--- src/rtl/sdram_burst_arbiter_pkg.sv ---
// Shared encodings for the SDRAM burst arbiter: command opcodes seen by the
// command unit and the arbiter's state names.
package sdram_arb_pkg;

  typedef enum logic [1:0] {
    OP_NOP = 2'd0,
    OP_REF = 2'd1,
    OP_RD  = 2'd2,
    OP_WR  = 2'd3
  } cmd_op_e;

  typedef enum logic [1:0] {
    IDLE  = 2'd0,
    ISSUE = 2'd1,
    BUSY  = 2'd2
  } arb_state_e;

endpackage

--- src/rtl/sdram_burst_arbiter_if.sv ---
// Request/command/ack bundle between the FIFO level logic, the arbiter and
// the SDRAM command unit.
//
// Command handshake: the arbiter raises cmd_valid with cmd_op/cmd_addr/cmd_len
// and holds all of them stable until the edge where cmd_valid & cmd_ready are
// both high; that edge is the transfer. cmd_valid never drops before the
// transfer. Afterwards the command unit pulses cmd_done for one cycle when the
// burst completes; cmd_done is only meaningful after an accepted command.
interface sdram_burst_arbiter_if #(
  parameter int ADDR_W = 23,
  parameter int LEN_W  = 8
) ();

  logic              ref_req;
  logic              rd_req;
  logic              wr_req;
  logic              rd_sync;
  logic              wr_sync;
  logic              cmd_valid;
  logic              cmd_ready;
  logic [1:0]        cmd_op;
  logic [ADDR_W-1:0] cmd_addr;
  logic [LEN_W-1:0]  cmd_len;
  logic              cmd_done;
  logic              rd_ack;
  logic              wr_ack;
  logic              busy;

  // Arbiter side
  modport master (
    input  ref_req, rd_req, wr_req, rd_sync, wr_sync, cmd_ready, cmd_done,
    output cmd_valid, cmd_op, cmd_addr, cmd_len, rd_ack, wr_ack, busy
  );

  // Requesters and command unit side
  modport slave (
    output ref_req, rd_req, wr_req, rd_sync, wr_sync, cmd_ready, cmd_done,
    input  cmd_valid, cmd_op, cmd_addr, cmd_len, rd_ack, wr_ack, busy
  );

endinterface

--- src/rtl/sdram_burst_arbiter_addr_wrap_ctr.sv ---
// Burst start-address counter that steps by STEP and wraps back to BASE when
// the next address would reach MAX. A load (sync pulse) beats an increment on
// the same edge.
module addr_wrap_ctr #(
  parameter int ADDR_W = 23,
  parameter int BASE   = 0,
  parameter int MAX    = 1843200,
  parameter int STEP   = 32
) (
  input  logic              clk,
  input  logic              rst,
  input  logic              inc,
  input  logic              load,
  output logic [ADDR_W-1:0] addr
);

  // One extra bit so addr + STEP cannot overflow before the wrap compare.
  localparam int AW1 = ADDR_W + 1;
  localparam logic [ADDR_W-1:0] BASE_A = ADDR_W'(BASE);
  localparam logic [AW1-1:0]    MAX_X  = AW1'(MAX);
  localparam logic [AW1-1:0]    STEP_X = AW1'(STEP);

  logic [ADDR_W-1:0] addr_q;
  logic [ADDR_W-1:0] addr_d;
  logic [AW1-1:0]    next_w;

  // Next address: reload, wrap-aware advance, or hold.
  always_comb begin
    next_w = {1'b0, addr_q} + STEP_X;
    addr_d = addr_q;
    if (load) begin
      addr_d = BASE_A;
    end else if (inc) begin
      addr_d = (next_w >= MAX_X) ? BASE_A : next_w[ADDR_W-1:0];
    end
  end

  // Address register.
  always_ff @(posedge clk) begin
    if (rst) addr_q <= BASE_A;
    else     addr_q <= addr_d;
  end

  assign addr = addr_q;

endmodule

--- src/rtl/sdram_burst_arbiter.sv ---
// Schedules refresh, VGA read-prefetch and scanner write bursts onto the SDRAM
// command unit. Priority is REF > RD > WR, except that a pending write wins
// over a read once STARVE_MAX reads have been granted in its face.
module sdram_burst_arbiter
  import sdram_arb_pkg::*;
#(
  parameter int ADDR_W      = 23,
  parameter int LEN_W       = 8,
  parameter int BURST_LEN   = 32,
  parameter int WR_BASE     = 0,
  parameter int WR_MAX_ADDR = 1843200,
  parameter int RD_BASE     = 0,
  parameter int RD_MAX_ADDR = 1843200,
  parameter int STARVE_MAX  = 4
) (
  input  logic                  CLK,
  input  logic                  RESET,
  sdram_burst_arbiter_if.master bus,
  output arb_state_e            dbg_state_o
);

  localparam logic [LEN_W-1:0] LEN_BURST  = LEN_W'(BURST_LEN);
  localparam int               SW         = (STARVE_MAX < 1) ? 1 : $clog2(STARVE_MAX + 1);
  localparam logic [SW-1:0]    STARVE_LIM = SW'(STARVE_MAX);

  arb_state_e        state_q, state_d;
  cmd_op_e           op_q, op_d;
  logic [ADDR_W-1:0] addr_q, addr_d;
  logic [LEN_W-1:0]  len_q, len_d;
  logic [SW-1:0]     starve_q, starve_d;
  logic              rd_ack_q, rd_ack_d;
  logic              wr_ack_q, wr_ack_d;

  logic [ADDR_W-1:0] rd_addr;
  logic [ADDR_W-1:0] wr_addr;
  logic              rd_inc;
  logic              wr_inc;
  logic              wr_wins;

  addr_wrap_ctr #(
    .ADDR_W (ADDR_W),
    .BASE   (RD_BASE),
    .MAX    (RD_MAX_ADDR),
    .STEP   (BURST_LEN)
  ) u_rd_ctr (
    .clk  (CLK),
    .rst  (RESET),
    .inc  (rd_inc),
    .load (bus.rd_sync),
    .addr (rd_addr)
  );

  addr_wrap_ctr #(
    .ADDR_W (ADDR_W),
    .BASE   (WR_BASE),
    .MAX    (WR_MAX_ADDR),
    .STEP   (BURST_LEN)
  ) u_wr_ctr (
    .clk  (CLK),
    .rst  (RESET),
    .inc  (wr_inc),
    .load (bus.wr_sync),
    .addr (wr_addr)
  );

  // Arbitration, command capture and completion handling.
  always_comb begin
    state_d  = state_q;
    op_d     = op_q;
    addr_d   = addr_q;
    len_d    = len_q;
    starve_d = starve_q;
    rd_ack_d = 1'b0;
    wr_ack_d = 1'b0;
    rd_inc   = 1'b0;
    wr_inc   = 1'b0;
    // A starved write only overrides reads; refresh is never delayed.
    wr_wins  = bus.wr_req && (starve_q == STARVE_LIM);

    unique case (state_q)
      IDLE: begin
        if (bus.ref_req) begin
          op_d    = OP_REF;
          addr_d  = '0;
          len_d   = '0;
          state_d = ISSUE;
        end else if (bus.rd_req && !wr_wins) begin
          op_d    = OP_RD;
          addr_d  = rd_addr;
          len_d   = LEN_BURST;
          state_d = ISSUE;
          if (bus.wr_req && (starve_q != STARVE_LIM)) starve_d = starve_q + SW'(1);
        end else if (bus.wr_req) begin
          op_d     = OP_WR;
          addr_d   = wr_addr;
          len_d    = LEN_BURST;
          state_d  = ISSUE;
          starve_d = '0;
        end
      end
      ISSUE: begin
        // cmd_valid is high throughout ISSUE, so ready alone completes the transfer.
        if (bus.cmd_ready) state_d = BUSY;
      end
      BUSY: begin
        if (bus.cmd_done) begin
          state_d = IDLE;
          unique case (op_q)
            OP_RD: begin
              rd_ack_d = 1'b1;
              rd_inc   = 1'b1;
            end
            OP_WR: begin
              wr_ack_d = 1'b1;
              wr_inc   = 1'b1;
            end
            default: ;
          endcase
        end
      end
      default: state_d = IDLE;
    endcase
  end

  // State and output registers.
  always_ff @(posedge CLK) begin
    if (RESET) begin
      state_q  <= IDLE;
      op_q     <= OP_NOP;
      addr_q   <= '0;
      len_q    <= '0;
      starve_q <= '0;
      rd_ack_q <= 1'b0;
      wr_ack_q <= 1'b0;
    end else begin
      state_q  <= state_d;
      op_q     <= op_d;
      addr_q   <= addr_d;
      len_q    <= len_d;
      starve_q <= starve_d;
      rd_ack_q <= rd_ack_d;
      wr_ack_q <= wr_ack_d;
    end
  end

  assign bus.cmd_valid = (state_q == ISSUE);
  assign bus.busy      = (state_q != IDLE);
  assign bus.cmd_op    = op_q;
  assign bus.cmd_addr  = addr_q;
  assign bus.cmd_len   = len_q;
  assign bus.rd_ack    = rd_ack_q;
  assign bus.wr_ack    = wr_ack_q;
  assign dbg_state_o   = state_q;

endmodule

--- src/flat_wrapper.sv ---
// flat-port wrapper written by rule: the top's interface ports become plain ports
module sdram_burst_arbiter_flat import sdram_arb_pkg::*;
#(
  parameter int ADDR_W      = 23,
  parameter int LEN_W       = 8,
  parameter int BURST_LEN   = 32,
  parameter int WR_BASE     = 0,
  parameter int WR_MAX_ADDR = 1843200,
  parameter int RD_BASE     = 0,
  parameter int RD_MAX_ADDR = 1843200,
  parameter int STARVE_MAX  = 4
)
  (CLK, RESET, dbg_state_o, bus_ref_req, bus_rd_req, bus_wr_req, bus_rd_sync, bus_wr_sync, bus_cmd_ready, bus_cmd_done, bus_cmd_valid, bus_cmd_op, bus_cmd_addr, bus_cmd_len, bus_rd_ack, bus_wr_ack, bus_busy);
  sdram_burst_arbiter_if #(.ADDR_W(ADDR_W), .LEN_W(LEN_W)) bus_i ();
  input  logic CLK;
  input  logic RESET;
  output arb_state_e dbg_state_o;
  input wire logic [$bits(bus_i.ref_req)-1:0] bus_ref_req;
  input wire logic [$bits(bus_i.rd_req)-1:0] bus_rd_req;
  input wire logic [$bits(bus_i.wr_req)-1:0] bus_wr_req;
  input wire logic [$bits(bus_i.rd_sync)-1:0] bus_rd_sync;
  input wire logic [$bits(bus_i.wr_sync)-1:0] bus_wr_sync;
  input wire logic [$bits(bus_i.cmd_ready)-1:0] bus_cmd_ready;
  input wire logic [$bits(bus_i.cmd_done)-1:0] bus_cmd_done;
  output wire logic [$bits(bus_i.cmd_valid)-1:0] bus_cmd_valid;
  output wire logic [$bits(bus_i.cmd_op)-1:0] bus_cmd_op;
  output wire logic [$bits(bus_i.cmd_addr)-1:0] bus_cmd_addr;
  output wire logic [$bits(bus_i.cmd_len)-1:0] bus_cmd_len;
  output wire logic [$bits(bus_i.rd_ack)-1:0] bus_rd_ack;
  output wire logic [$bits(bus_i.wr_ack)-1:0] bus_wr_ack;
  output wire logic [$bits(bus_i.busy)-1:0] bus_busy;
  assign bus_i.ref_req = bus_ref_req;
  assign bus_i.rd_req = bus_rd_req;
  assign bus_i.wr_req = bus_wr_req;
  assign bus_i.rd_sync = bus_rd_sync;
  assign bus_i.wr_sync = bus_wr_sync;
  assign bus_i.cmd_ready = bus_cmd_ready;
  assign bus_i.cmd_done = bus_cmd_done;
  assign bus_cmd_valid = bus_i.cmd_valid;
  assign bus_cmd_op = bus_i.cmd_op;
  assign bus_cmd_addr = bus_i.cmd_addr;
  assign bus_cmd_len = bus_i.cmd_len;
  assign bus_rd_ack = bus_i.rd_ack;
  assign bus_wr_ack = bus_i.wr_ack;
  assign bus_busy = bus_i.busy;
  sdram_burst_arbiter #(.ADDR_W(ADDR_W), .LEN_W(LEN_W), .BURST_LEN(BURST_LEN), .WR_BASE(WR_BASE), .WR_MAX_ADDR(WR_MAX_ADDR), .RD_BASE(RD_BASE), .RD_MAX_ADDR(RD_MAX_ADDR), .STARVE_MAX(STARVE_MAX)) u_core (.CLK(CLK), .RESET(RESET), .bus(bus_i), .dbg_state_o(dbg_state_o));
endmodule
--- config.mk ---
export PLATFORM = sky130hd
export DESIGN_NAME = sdram_burst_arbiter_flat
export DESIGN_NICKNAME = d
export VERILOG_FILES = /design/src/rtl/sdram_burst_arbiter_pkg.sv /design/src/rtl/sdram_burst_arbiter_if.sv /design/src/rtl/sdram_burst_arbiter_addr_wrap_ctr.sv /design/src/rtl/sdram_burst_arbiter.sv /design/src/flat_wrapper.sv
export SDC_FILE = /design/constraint.sdc
export NUM_CORES = 1
export LEC_CHECK = 0
export BUFFER_PORTS_ARGS = -buffer_cell sky130_fd_sc_hd__buf_2
export CAP_MARGIN = 20
export CELL_PAD_IN_SITES_DETAIL_PLACEMENT = 1
export CELL_PAD_IN_SITES_GLOBAL_PLACEMENT = 1
export CORE_MARGIN = 2
export CORE_UTILIZATION = 44
export DETAILED_ROUTE_END_ITERATION = 12
export GPL_ROUTABILITY_DRIVEN = 0
export PLACE_DENSITY = 0.9
export SKIP_CTS_REPAIR_TIMING = 1
export SYNTH_ARGS = -nofsm -noshare
export SYNTH_HDL_FRONTEND = slang
export SYNTH_SLANG_ARGS = --single-unit
export TNS_END_PERCENT = 5
--- constraint.sdc ---
create_clock -name CLK -period 2.6 [get_ports CLK]
set_clock_uncertainty 0.2 [all_clocks]
set_input_delay 0.39 -clock CLK [delete_from_list [all_inputs] [get_ports CLK]]
set_output_delay 0.39 -clock CLK [all_outputs]
set_load 0.1 [all_outputs]
Word level (Yosys, flattened, before mapping)
Index checks and enable logic that the tools add are counted.
- memory bits (read-only): 0
- memories: 0
- bits in writable memories: 0
- latch bits: 0
- output and inout port bits: 39
- register bits after elaboration: 86
- div/mod/pow operators: 0
- muxes and demuxes: 26
- magnitude comparators: 2
- $add $sub $neg: 3
- eq/ne operators: 10
- shifts and indexed selects: 0
- bitwise gates (word level): 1
- $mul: 0
- reductions and logical operators: 13
- operators with widths (operator ; number):
    23-bit two-way mux ; 5
    23-bit by 6-bit adder with 24-bit output, second input constant ; 2
    24-bit by 21-bit greater-or-equal comparator with 1-bit output, second input constant ; 2
    8-bit two-way mux ; 3
    2-bit two-way mux ; 8
    3-bit two-way mux ; 3
    2-bit equality test, second input constant ; 3
    1-bit two-way mux ; 6
    2-bit inequality test, second input constant ; 3
    2-bit case mux with 3 select lines ; 1
    4-bit by 3-bit inequality test with 1-bit output, second input constant ; 1
    4-bit AND reduction ; 1
    2-bit nonzero test ; 2
    2-bit OR reduction ; 2
    3-bit by 1-bit adder with 3-bit output, second input constant ; 1
    3-bit equality test, second input constant ; 1
    1-bit logical AND ; 3
    3-bit inequality test, second input constant ; 1
    3-bit AND reduction ; 1
    3-bit nonzero test ; 1
    2-bit by 1-bit equality test with 1-bit output, second input constant ; 1
    2-bit zero test ; 1
    2-bit AND reduction ; 1
    1-bit zero test ; 1
    1-bit NOT ; 1

Logic depth before layout (Yosys ltp)
- depth after elaboration: 7
- gate-level depth with buffers: 10
- gate-level depth less buffers: 8

Modules after synthesis
Synthesis repeated with hierarchy kept, for this count alone.
- cell total of the unflattened synthesis: 498
- area total of the unflattened synthesis: 4247.8 µm²
- modules (own cells, without submodules) (module ; times used ; seq. area each (µm²) ; cells an instance ; area an instance (µm²)):
    addr_wrap_ctr ; 2 ; 360.3 ; 138 ; 1183.6
    sdram_burst_arbiter ; 1 ; 640.6 ; 222 ; 1880.6

Least setup slack after synthesis
No wires, ideal clock.
- kind: flip-flop to output port
- start: register u_core.state_q[0] (netlist: u_core.dbg_state_o[0])
- end: output bus_cmd_valid
- stages on the path, launching flop included: 2
- setup slack: -499 ps
- required time: 2010 ps
- path buffers: 0
- arrival: 2509 ps
- cell sequence: dfxtp_1 > nor2b_1
- word-level cells in the longest chain between the ends: 1
- RTL lines (what ; line ; text):
    start: declaration ; sdram_burst_arbiter.sv:26 ; arb_state_e state_q, state_d;
    start signal: assignment ; sdram_burst_arbiter.sv:136 ; state_q <= state_d;
    2-bit by 1-bit equality test with 1-bit output ; sdram_burst_arbiter.sv:146 ; assign bus.cmd_valid = (state_q == ISSUE);
    end: declaration ; flat_wrapper.sv:25 ; output wire logic [$bits(bus_i.cmd_valid)-1:0] bus_cmd_valid;
Every way passes these cells.

Final worst setup path
- start: register u_core.u_wr_ctr.addr_q[11] (netlist: u_core.u_wr_ctr.addr[11])
- end: register u_core.u_wr_ctr.addr_q[5] (netlist: u_core.u_wr_ctr.addr[5])
- word-level cells in the longest chain between the ends: 3
- RTL lines (what ; line ; text):
    start: declaration ; sdram_burst_arbiter_addr_wrap_ctr.sv:23 ; logic [ADDR_W-1:0] addr_q;
    start signal: assignment ; sdram_burst_arbiter_addr_wrap_ctr.sv:41 ; else addr_q <= addr_d;
    23-bit by 6-bit adder with 24-bit output ; sdram_burst_arbiter_addr_wrap_ctr.sv:29 ; next_w = {1'b0, addr_q} + STEP_X;
    24-bit by 21-bit greater-or-equal comparator with 1-bit output ; sdram_burst_arbiter_addr_wrap_ctr.sv:34 ; addr_d = (next_w >= MAX_X) ? BASE_A : next_w[ADDR_W-1:0];
    23-bit two-way mux ; sdram_burst_arbiter_addr_wrap_ctr.sv:34 ;
Every way passes these cells.
A chain may end at the register's enable or synchronous reset.

==> impl_metrics.yaml <==
final_layout:
  final_cells: 578
  final_util_pct: 51.56
  drive_above_1_share_pct: 31.71
  antennaDiodeCount: 0
  nNetsFinal: 481
  multi_input_area_mm2: 0.002177
  n_fill_cell: 998
  ff_latch_area_mm2: 0.001284
  syn2layout_area_growth_pct: 13.97
  finalInstanceArea_mm2: 0.004237
synthesis:
  syn_area_mm2: 0.003717
  seq_area_frac_synth_pct: 34.47
  ys_seq_elements: 64
  ys_top_cells_by_area: "dfxtp_1, mux2_2, nand2_1"
  netlist_instances: 425
  yosys.area.top_type: "dfxtp_1"
  synth_top_area_share_pct: 34.47
  synth.distinct_cells: 66
  yosysWarnings: 0
  ys.flop_type: "dfxtp_1"
  async_flop_share_pct: 0
  synth-edff-count: 0
  synth.avg_cell_area_um2: 8.747
flow_run:
  max-cap-violations: 0
route:
  wl_per_cell_um: 18.69
  num_vias: 3323
  drc: 0
  ant_nets: 0
  wl_um: 10800
  firstDrtPassIters: 4
  via_per_inst: 5.749
  drt-initial-drc-count: 167
worst_setup_path:
  slowest_stage: "dfxtp_1"
  crit_fanout: 9
  critical_path_class: "reg2reg"
  r2r_slack_ns: 0.09
  timing.critical_path.mode_cell: "nand4_1"
  cp_slowest_stage_delay_ns: 0.51
  cp_cell_sequence: "nand4_1, nor3_1, nand4_1, o21ai_0, and3b_1, buf_4, nor2_1"
  crit_required_ns: 2.65
  crit_arrival_ns: 2.56
  endpoint_kind: "flop"
  start_kind: "flop"
sta:
  min_period_over_period_pct: 96.64
  drv_slew: 0
  rsz0062_at_grt: "true"
  setup-violations-final: 0
  slew_headroom_pct: 54.04
  worst_slew_pin_slew_ns: 0.6878
  period_needed_ns: 2.513
  fmax_mhz: 398.0
  finalHoldViolCount: 0
power:
  power.combinational.fraction_pct: 11.3
  peakVddDrop_uv: 222.5
  p_switching_uw: 648.1
  switching_share_pct: 28.88
  p_per_area_mw_per_mm2: 529.6
  internal_power_mw: 1.596
  finalPower_mw: 2.244
  seq_power_share_pct: 44.4
  power_frac_clock_pct: 44.3
  power_leakage_nw: 1.680
floorplan:
  chipHeight_um: 95.92
  coreArea_mm2: 0.008217
  rows: 33
  start_util_pct: 45.24
  die_w_um: 95.92
  ioPinCount: 48
  dieArea_mm2: 0.009200
run_status:
  status: "complete, no violations"
clocking:
  worstSkewPairLatency_ns: 0.35
  cts_tree: "done"
  cts.sinks: 64
  cts_htree_levels: 3
  clk_pin_slew_ns: 0.08
  root_buffer: "clkbuf_8"
  numCtsBuffers: 9
  clock_path_buffers: 2
grt:
  grt_pass1_wl_um: 17420
  grt_use_total_pct: 24.63
  grt_pass1_vias: 3406
  antenna_found_initial: 0
  overflow: 0
  grt_max_degree: 31
placement:
  dpl.hpwl_um: 7708
  post-place-cells: 559
  io_buffers: 40
  dpl-instance-area_mm2: 0.003968
min_path:
  holdCritPathClass: "in2reg"
[layout make-up]
cell class	instances	area share, %
clock inverters	6	2.185
repair buffers	64	8.978
well taps	105	3.101
multi-input cells	320	51.39
clock buffers	10	3.249
flip-flops and latches	64	30.30
inverters	9	0.7974
[sequential cells by signal, summed over array words and instances (netlist names)]
name	flops
u_core.bus.cmd_addr	19
u_core.bus.cmd_len	1
u_core.bus.cmd_op	1
u_core.bus.rd_ack	1
u_core.bus.wr_ack	1
u_core.dbg_state_o	2
u_core.starve_q	3
u_core.u_rd_ctr.addr	18
u_core.u_wr_ctr.addr	18
[stage by stage]
stage | hold slack (ns) | worst slack (ns) | setup TNS (ns)
after detailed placement | 0.2707 | -0.008706 | -0.008706
final | 0.09158 | 0.08739 | 0
after global routing | 0.1036 | -0.01241 | -0.01241
after floorplan | 0.2399 | -0.01260 | -0.01260
after global placement | 0.2498 | 0.1281 | 0
after CTS | 0.07257 | -0.01887 | -0.01887
[power by group through the flow]
| stage | Combinational (mW) | Sequential, mW | Clock, mW |
|---|---|---|---|
| 2_1_floorplan | 0.172 | 1.06 | 0 |
| 4_1_cts | 0.253 | 0.996 | 1.01 |
| 3_5_place_dp | 0.251 | 1.02 | 0 |
| 5_1_grt | 0.268 | 0.997 | 1.05 |
| 6_report | 0.254 | 0.996 | 0.994 |
| 3_3_place_gp | 0.245 | 1.02 | 0 |
[layout by cell type, fill, tap and decap left out, types with 11 or more instances in the layout]
master	n
dfxtp_1	62
nor2_1	42
nand2_1	42
buf_2	40
buf_4	24
a22oi_1	19
nand3_1	18
nand4_1	17
nor3_1	16
xnor2_1	16
mux2_2	15
a21oi_1	11
[critical path, delay by kind of cell, from the launching register on]
kind / cells / cell delay [ns]
buffers and inverters: 1 / 0.23
AO/OA/AOI/OAI: 1 / 0.15
AND/OR/NAND/NOR: 5 / 1.31
flip-flops: 1 / 0.51
[Yosys cell counts, types with 8 or more instances]
library cell  number
a21oi_1           11
a22oi_1           19
buf_4             15
clkbuf_1          12
dfxtp_1           64
inv_1              9
mux2_2            15
nand2_1           42
nand2_2           10
nand3_1           18
nand4_1           17
nor2_1            42
nor2_2            10
nor3_1            16
xnor2_1           16
xor2_1             8
[routing by layer]
| layer | wire length (µm) | track usage [%] | share of wire [%] | up-vias |
|---|---|---|---|---|
| li1 | - | - | - | 1581 |
| met1 | 4706 | 30.12 | 44 | 1685 |
| met2 | 5619 | 43.07 | 52 | 42 |
| met3 | 314 | 5.403 | 2.9 | 15 |
| met4 | 161 | 7.619 | 1.5 | 0 |
| met5 | 0 | 0 | 0 | - |
[worst paths after layout]
| kind | start | endpoint | cells past startpoint |
|---|---|---|---|
| setup / recovery | u_core.u_wr_ctr.addr[11]$_SDFFE_PP0P_ | u_core.u_wr_ctr.addr[5]$_SDFFE_PP0P_ | 7 |
| setup reg to reg | u_core.u_wr_ctr.addr[11]$_SDFFE_PP0P_ | u_core.u_wr_ctr.addr[5]$_SDFFE_PP0P_ | 7 |
| hold reg to reg | u_core.starve_q[2]$_SDFFE_PP0P_ | u_core.starve_q[2]$_SDFFE_PP0P_ | 2 |
| hold / removal | bus_cmd_ready | u_core.dbg_state_o[1]$_SDFFE_PP0P_ | 3 |
[kinds of logic (layout without fill, tap and decap cells)]
kind of cell / Yosys count / in the layout / synth area share [%]
simple gates: 206 / 206 / 32.62
mux: 16 / 16 / 4.813
flops: 64 / 64 / 34.47
compound gates: 62 / 62 / 12.42
other cells: 1 / 7 / 0.1009
fa+ha+maj: 4 / 4 / 1.346
buf+inv: 47 / 89 / 8.145
xor+xnor: 25 / 25 / 6.092
Note: power is estimated with default switching activity, not from simulation.
